**src/rtl/cordic_pkg.sv**
```systemverilog
// Shared CORDIC constants and the result entry type passed downstream of the atan pipeline.
package cordic_pkg;

  localparam int unsigned CORDIC_WIDTH     = 16;
  localparam int unsigned CORDIC_ORDER     = 12;
  localparam int unsigned CORDIC_MODE_ATAN = 2;
  localparam int unsigned CORDIC_LAT       = CORDIC_ORDER + 1;
  localparam int unsigned CORDIC_TAG_W     = 8;
  localparam int unsigned CORDIC_DEPTH     = 8;

  typedef struct packed {
    logic [CORDIC_WIDTH-1:0] atan;
    logic [CORDIC_TAG_W-1:0] tag;
  } atan_entry_t;

endpackage

```
**src/rtl/cordic_atan_collector_if.sv**
```systemverilog
// Issue-credit and result-stream signals between the atan collector and its neighbours.
interface cordic_atan_collector_if
  import cordic_pkg::*;
#(
  parameter int unsigned WIDTH = CORDIC_WIDTH,
  parameter int unsigned TAG_W = CORDIC_TAG_W
) ();

  logic             issue_valid;
  logic [TAG_W-1:0] issue_tag;
  logic             issue_allow;
  logic             out_valid;
  logic             out_ready;
  logic [WIDTH-1:0] out_atan;
  logic [TAG_W-1:0] out_tag;

  modport master (
    output issue_valid, issue_tag, out_ready,
    input  issue_allow, out_valid, out_atan, out_tag
  );

  modport slave (
    input  issue_valid, issue_tag, out_ready,
    output issue_allow, out_valid, out_atan, out_tag
  );

endinterface

```
**src/rtl/cordic_sync_fifo.sv**
```systemverilog
// First-word fall-through FIFO with a registered head that holds its last value once drained.
module cordic_sync_fifo #(
  parameter int unsigned DEPTH   = 8,
  parameter int unsigned ENTRY_W = 24
) (
  input  logic                   clk,
  input  logic                   reset,
  input  logic                   push,
  input  logic [ENTRY_W-1:0]     din,
  input  logic                   ready,
  output logic                   valid,
  output logic [ENTRY_W-1:0]     dout,
  output logic [$clog2(DEPTH):0] count,
  output logic                   ovf
);

  localparam int unsigned PW = $clog2(DEPTH);

  logic [ENTRY_W-1:0] mem [DEPTH];
  logic [PW-1:0]      wr_ptr;
  logic [PW-1:0]      rd_ptr;
  logic [PW-1:0]      rd_nxt;
  logic               full;
  logic               pop;
  logic               do_push;

  assign valid   = (count != '0);
  assign full    = (count == (PW+1)'(DEPTH));
  assign pop     = valid & ready;
  assign do_push = push & (~full | pop);
  assign ovf     = push & full & ~pop;
  assign rd_nxt  = rd_ptr + 1'b1;

  always_ff @(posedge clk) begin
    if (do_push) mem[wr_ptr] <= din;
  end

  always_ff @(posedge clk) begin
    if (reset) begin
      wr_ptr <= '0;
      rd_ptr <= '0;
      count  <= '0;
      dout   <= '0;
    end else begin
      if (do_push) wr_ptr <= wr_ptr + 1'b1;
      if (pop)     rd_ptr <= rd_nxt;
      case ({do_push, pop})
        2'b10:   count <= count + 1'b1;
        2'b01:   count <= count - 1'b1;
        default: count <= count;
      endcase
      // Head register: next entry on pop, a fresh push into an emptying/empty FIFO, else hold.
      if (pop) begin
        if (count != (PW+1)'(1)) dout <= mem[rd_nxt];
        else if (do_push)        dout <= din;
      end else if (!valid && do_push) begin
        dout <= din;
      end
    end
  end

endmodule

```
**src/rtl/cordic_atan_collector.sv**
```systemverilog
// Tracks which CORDIC pipeline slots carry real operands, captures their atan words with tags,
// and buffers them into a valid/ready stream guarded by issue credits.
module cordic_atan_collector
  import cordic_pkg::*;
#(
  parameter int unsigned WIDTH = CORDIC_WIDTH,
  parameter int unsigned ORDER = CORDIC_ORDER,
  parameter int unsigned DEPTH = CORDIC_DEPTH,
  parameter int unsigned TAG_W = CORDIC_TAG_W
) (
  input  logic                    clk,
  input  logic                    reset,
  cordic_atan_collector_if.slave  bus,
  input  logic [2*WIDTH-1:0]      cordic_res,
  output logic                    drop_err,
  output logic                    ovf_err
);

  localparam int unsigned LAT = ORDER + 1;
  localparam int unsigned IW  = $clog2(LAT + 1);
  localparam int unsigned CW  = $clog2(DEPTH) + 1;
  localparam int unsigned SW  = CW + IW;

  logic [LAT-1:0]   dl_v;
  logic [TAG_W-1:0] dl_tag [LAT];
  logic [IW-1:0]    inflight;
  logic [CW-1:0]    fifo_count;
  logic [SW-1:0]    occupancy;
  logic             tracked;
  logic             capture;
  logic             fifo_ovf;
  logic [WIDTH+TAG_W-1:0] head;
  logic             unused_res_hi;

  assign tracked   = bus.issue_valid & bus.issue_allow;
  assign capture   = dl_v[LAT-1];
  assign occupancy = SW'(fifo_count) + SW'(inflight);
  // Credit depends only on registered occupancy so it never loops back through issue_valid.
  assign bus.issue_allow = (occupancy < SW'(DEPTH));
  assign unused_res_hi   = ^cordic_res[2*WIDTH-1:WIDTH];

  always_ff @(posedge clk) begin
    if (reset) begin
      dl_v <= '0;
      for (int unsigned i = 0; i < LAT; i++) dl_tag[i] <= '0;
    end else begin
      dl_v      <= {dl_v[LAT-2:0], tracked};
      dl_tag[0] <= bus.issue_tag;
      for (int unsigned i = 1; i < LAT; i++) dl_tag[i] <= dl_tag[i-1];
    end
  end

  always_ff @(posedge clk) begin
    if (reset) begin
      inflight <= '0;
    end else begin
      case ({tracked, capture})
        2'b10:   inflight <= inflight + 1'b1;
        2'b01:   inflight <= inflight - 1'b1;
        default: inflight <= inflight;
      endcase
    end
  end

  always_ff @(posedge clk) begin
    if (reset) begin
      drop_err <= 1'b0;
      ovf_err  <= 1'b0;
    end else begin
      if (bus.issue_valid && !bus.issue_allow) drop_err <= 1'b1;
      if (fifo_ovf)                            ovf_err  <= 1'b1;
    end
  end

  cordic_sync_fifo #(
    .DEPTH   (DEPTH),
    .ENTRY_W (WIDTH + TAG_W)
  ) u_fifo (
    .clk   (clk),
    .reset (reset),
    .push  (capture),
    .din   ({cordic_res[WIDTH-1:0], dl_tag[LAT-1]}),
    .ready (bus.out_ready),
    .valid (bus.out_valid),
    .dout  (head),
    .count (fifo_count),
    .ovf   (fifo_ovf)
  );

  assign bus.out_atan = head[WIDTH+TAG_W-1:TAG_W];
  assign bus.out_tag  = head[TAG_W-1:0];

endmodule
```
**src/flat_wrapper.sv**
```systemverilog
// flat-port wrapper written by rule: the top's interface ports become plain ports
module cordic_atan_collector_flat import cordic_pkg::*;
#(
  parameter int unsigned WIDTH = CORDIC_WIDTH,
  parameter int unsigned ORDER = CORDIC_ORDER,
  parameter int unsigned DEPTH = CORDIC_DEPTH,
  parameter int unsigned TAG_W = CORDIC_TAG_W
)
  (clk, reset, cordic_res, drop_err, ovf_err, bus_issue_valid, bus_issue_tag, bus_out_ready, bus_issue_allow, bus_out_valid, bus_out_atan, bus_out_tag);
  cordic_atan_collector_if #(.WIDTH(WIDTH), .TAG_W(TAG_W)) bus_i ();
  input  logic clk;
  input  logic reset;
  input  logic [2*WIDTH-1:0] cordic_res;
  output logic drop_err;
  output logic ovf_err;
  input wire logic [$bits(bus_i.issue_valid)-1:0] bus_issue_valid;
  input wire logic [$bits(bus_i.issue_tag)-1:0] bus_issue_tag;
  input wire logic [$bits(bus_i.out_ready)-1:0] bus_out_ready;
  output wire logic [$bits(bus_i.issue_allow)-1:0] bus_issue_allow;
  output wire logic [$bits(bus_i.out_valid)-1:0] bus_out_valid;
  output wire logic [$bits(bus_i.out_atan)-1:0] bus_out_atan;
  output wire logic [$bits(bus_i.out_tag)-1:0] bus_out_tag;
  assign bus_i.issue_valid = bus_issue_valid;
  assign bus_i.issue_tag = bus_issue_tag;
  assign bus_i.out_ready = bus_out_ready;
  assign bus_issue_allow = bus_i.issue_allow;
  assign bus_out_valid = bus_i.out_valid;
  assign bus_out_atan = bus_i.out_atan;
  assign bus_out_tag = bus_i.out_tag;
  cordic_atan_collector #(.WIDTH(WIDTH), .ORDER(ORDER), .DEPTH(DEPTH), .TAG_W(TAG_W)) u_core (.clk(clk), .reset(reset), .bus(bus_i), .cordic_res(cordic_res), .drop_err(drop_err), .ovf_err(ovf_err));
endmodule
```
**config.mk**
```make
export PLATFORM = sky130hd
export DESIGN_NAME = cordic_atan_collector_flat
export DESIGN_NICKNAME = d
export VERILOG_FILES = /design/src/rtl/cordic_pkg.sv /design/src/rtl/cordic_atan_collector_if.sv /design/src/rtl/cordic_sync_fifo.sv /design/src/rtl/cordic_atan_collector.sv /design/src/flat_wrapper.sv
export SDC_FILE = /design/constraint.sdc
export NUM_CORES = 1
export LEC_CHECK = 0
export BUFFER_PORTS_ARGS = -buffer_cell sky130_fd_sc_hd__buf_2
export CORE_MARGIN = 3
export CORE_UTILIZATION = 55
export CTS_BUF_LIST = sky130_fd_sc_hd__clkbuf_16
export CTS_CLUSTER_DIAMETER = 150
export DETAILED_ROUTE_END_ITERATION = 7
export GPL_ROUTABILITY_DRIVEN = 0
export PLACE_DENSITY = 0.79
export RECOVER_POWER = 50
export SYNTH_ARGS = -nofsm -noshare
export SYNTH_HDL_FRONTEND = slang
export SYNTH_SLANG_ARGS = --single-unit
```
**constraint.sdc**
```tcl
create_clock -name clk -period 5 [get_ports clk]
set_clock_uncertainty 0.05 [all_clocks]
set_input_delay 0.25 -clock clk [delete_from_list [all_inputs] [get_ports clk]]
set_output_delay 0.25 -clock clk [all_outputs]
set_load 0.02 [all_outputs]
```
==> qor.txt <==
Status - finished, violations left
Failing checks - capacitance limit, slew limit
Met3 wire len - 2463 µm
Via density - 5.912
DR WL/cell - 19.94 µm
Setup TNS - 0 ps
Root Driver - clkbuf_16
# diodes - 0
Largest cells by area after synthesis - edfxtp_1, dfxtp_1, nor2b_1
IO Pins - 72
HP Class - in -> reg
Syn nets - 951
Req. time, crit path - 5350 ps
Async set-or-reset flop fraction in the synthesized netlist - 0%
Worst Path Max Fanout - 94
Final worst setup slack - 1450 ps
Filler instances - 1546
Post-synth EDFFs - 192
GRT Total Usage - 20.48%
Synth Instances - 894
Largest net degree at the start of global routing - 95
Vias in the first global route - 7522
Die area - 24980 µm²
Synth Register Bits - 349
Post-CTS setup buffer count - 0
Synth top area share - 45.35%
Area Overhead vs Synth - 14.60%
Max rail drop VDD - 0.4355 mV
FP Rows - 54
Worst-margin pin slew - 3859 ps
Critical-path top delay cell - clkbuf_1
Worst-Skew Late Latency - 510 ps
Cts bufs inserted - 35
# clock sinks - 349
Critical path data arrival time - 3900 ps
Netlist Area Pre-Place - 12710 µm²
IO buf count - 55
Critical Path Start Type - input pin
Final Routed Wirelength - 25420 µm
Storage element area - 8909 µm²
# Max-Cap Violations - 1
Tmin final - 3550 ps
Overflow after GRT - 0
Leading cell type in the layout, fill and taps excluded - edfxtp_1
Post-DP HPWL - 12710 µm
Initial antenna violation count - 0
Share of layout cells above drive strength 1 - 16.48%
Detailed-router iteration count before antenna repair - 5
Ys flop type - edfxtp_1
Number of synthesis warnings - 0
H-tree levels - 2
Clock transition at the registers of the reported paths - 60 ps
Max Buffers Root-to-Sink - 3
Nets - 1025
PD cells - 469.8 nW/µm²
Die X - 158.0 µm
Cts repair resizes - 0
DR iter-0 viols - 629
Hold buffers post-CTS - 25
Commonest non-fill, non-tap cells in the layout - edfxtp_1, dfxtp_1, nor2b_1
Relative slew slack - -157.2%
Area of the multi-input gates - 3575 µm²
TritonCTS clock tree - yes
Final ANT Viol Nets - 0
DP Worst Slack - 1773 ps
WL met1 - 10310 µm
CP max stage delay - 2750 ps
Starting Density - 57.02%
Syn_area_per_cell - 14.22 µm²
Slew Viols, Final - 95
Via count - 7538
Sequential-to-total area share from yosys stat - 70.07%
Endpoints failing setup - 0
Fin. Hold Viols - 0
Synth cell types - 46
Yosys top cell by area - edfxtp_1
DR DRC count - 0
LEAKAGE - 4.791 nW
Crit end category - register
Final period utilization - 71.01%
Std-Cell Core Area - 22300 µm²
WS Path Type - in -> reg
Die height - 158.0 µm
Crit-path cells - buf_4 -> clkbuf_1 -> nor2b_1 -> mux2_2
DR WL met2 - 12020 µm
First-pass GRT wire length - 39740 µm
RSZ-0062 raised after global routing - false
F_max - 281.7 MHz
DR top layer - met4
==> metrics by stage <==
stage | utilization, % | hold slack [ps] | total power [W] | instance area (µm²) | cells
2_1_floorplan | - | 298.9 | 0.004108 | 12710 | 894
3_3_place_gp | 59.60 | 365.8 | 0.004446 | 13290 | 1186
3_5_place_dp | 59.60 | 370.4 | 0.004477 | 13290 | 1186
4_1_cts | 65.48 | 71.58 | 0.006876 | 14600 | 1275
5_1_grt | 65.34 | 99.52 | 0.007085 | 14570 | 1275
6_report | 65.34 | 84.50 | 0.006845 | 14570 | 1275
==> critical path, delay by kind of cell <==
kind,cells,cell delay [ps]
and+or+nand+nor,1,110
buffers and inverters,2,3080
muxes,1,410
==> report_power, final <==
| group | total [W] | switching, W | internal, W |
|---|---|---|---|
| logic | 0.00125 | 0.000788 | 0.000465 |
| clock network | 0.00240 | 0.00104 | 0.00136 |
| registers | 0.00319 | 0.0000742 | 0.00312 |
| total | 0.00685 | 0.00190 | 0.00495 |
==> flip-flops by register name, summed over array words and instances (netlist names) <==
signal / count
u_core.dl_tag: 104
u_core.dl_v: 13
u_core.drop_err: 1
u_core.inflight: 4
u_core.ovf_err: 1
u_core.u_fifo.count: 4
u_core.u_fifo.dout: 24
u_core.u_fifo.mem: 192
u_core.u_fifo.rd_ptr: 3
u_core.u_fifo.wr_ptr: 3
==> path summary, 6_finish.rpt <==
kind | slack (ps) | endpoint | from | cells past startpoint
setup / recovery | 1450 | u_core.inflight[3]$_SDFFE_PP0P_ | reset | 4
hold reg to reg | 380 | u_core.dl_tag[0][39]$_SDFF_PP0_ | u_core.dl_tag[0][31]$_SDFF_PP0_ | 1
hold / removal | 80 | u_core.u_fifo.rd_ptr[1]$_SDFFE_PP0P_ | bus_out_ready | 3
setup reg to reg | 1690 | u_core.u_fifo.dout[14]$_SDFFE_PP0P_ | u_core.u_fifo.count[1]$_SDFFE_PP0P_ | 10
==> Yosys cell counts (all sizes together) (2+ instances only) <==
| library cell | count |
|---|---|
| mux2i | 48 |
| o2111ai | 24 |
| ha | 12 |
| nand2 | 9 |
| mux4 | 2 |
| inv | 8 |
| nor2 | 23 |
| o21ai | 2 |
| buf | 30 |
| xor2 | 8 |
| o211ai | 24 |
| mux2 | 47 |
| xnor2 | 3 |
| edfxtp | 192 |
| o31ai | 2 |
| nand2b | 2 |
| nor3 | 4 |
| nand4 | 25 |
| clkbuf | 32 |
| nand3 | 74 |
| dfxtp | 157 |
| a21oi | 9 |
| nor2b | 118 |
| o22ai | 23 |
==> cell families (layout without fill, tap and decap cells) <==
family                     after synthesis  count (layout)  share of synthesized area [%]
buffers and inverters                   71             172                          2.431
DFF                                    349             349                          70.07
xor gates and xnor gates                11              11                         0.8760
muxes                                   97              97                          8.296
AOI/OAI and AO/OA                       91              91                          5.344
adders and majority gates               13              13                          1.338
and+or+nand+nor                        262             262                          11.64
==> routing by layer <==
layer  GRT usage (%)  vias up
met5               0        -
met4           8.931        0
met3           4.593       60
met2           32.06      375
met1           27.78     3649
li1                -     3454
==> layout make-up <==
cell class	instances	area share, %
Sequential cell	349	61.15
Timing Repair Buffer	99	4.389
Inverter	9	0.2319
Multi-Input combinational cell	474	24.54
Clock buffer	36	6.183
Clock inverter	28	1.108
Tap cell	280	2.405
(Power assumes the default switching activity.)
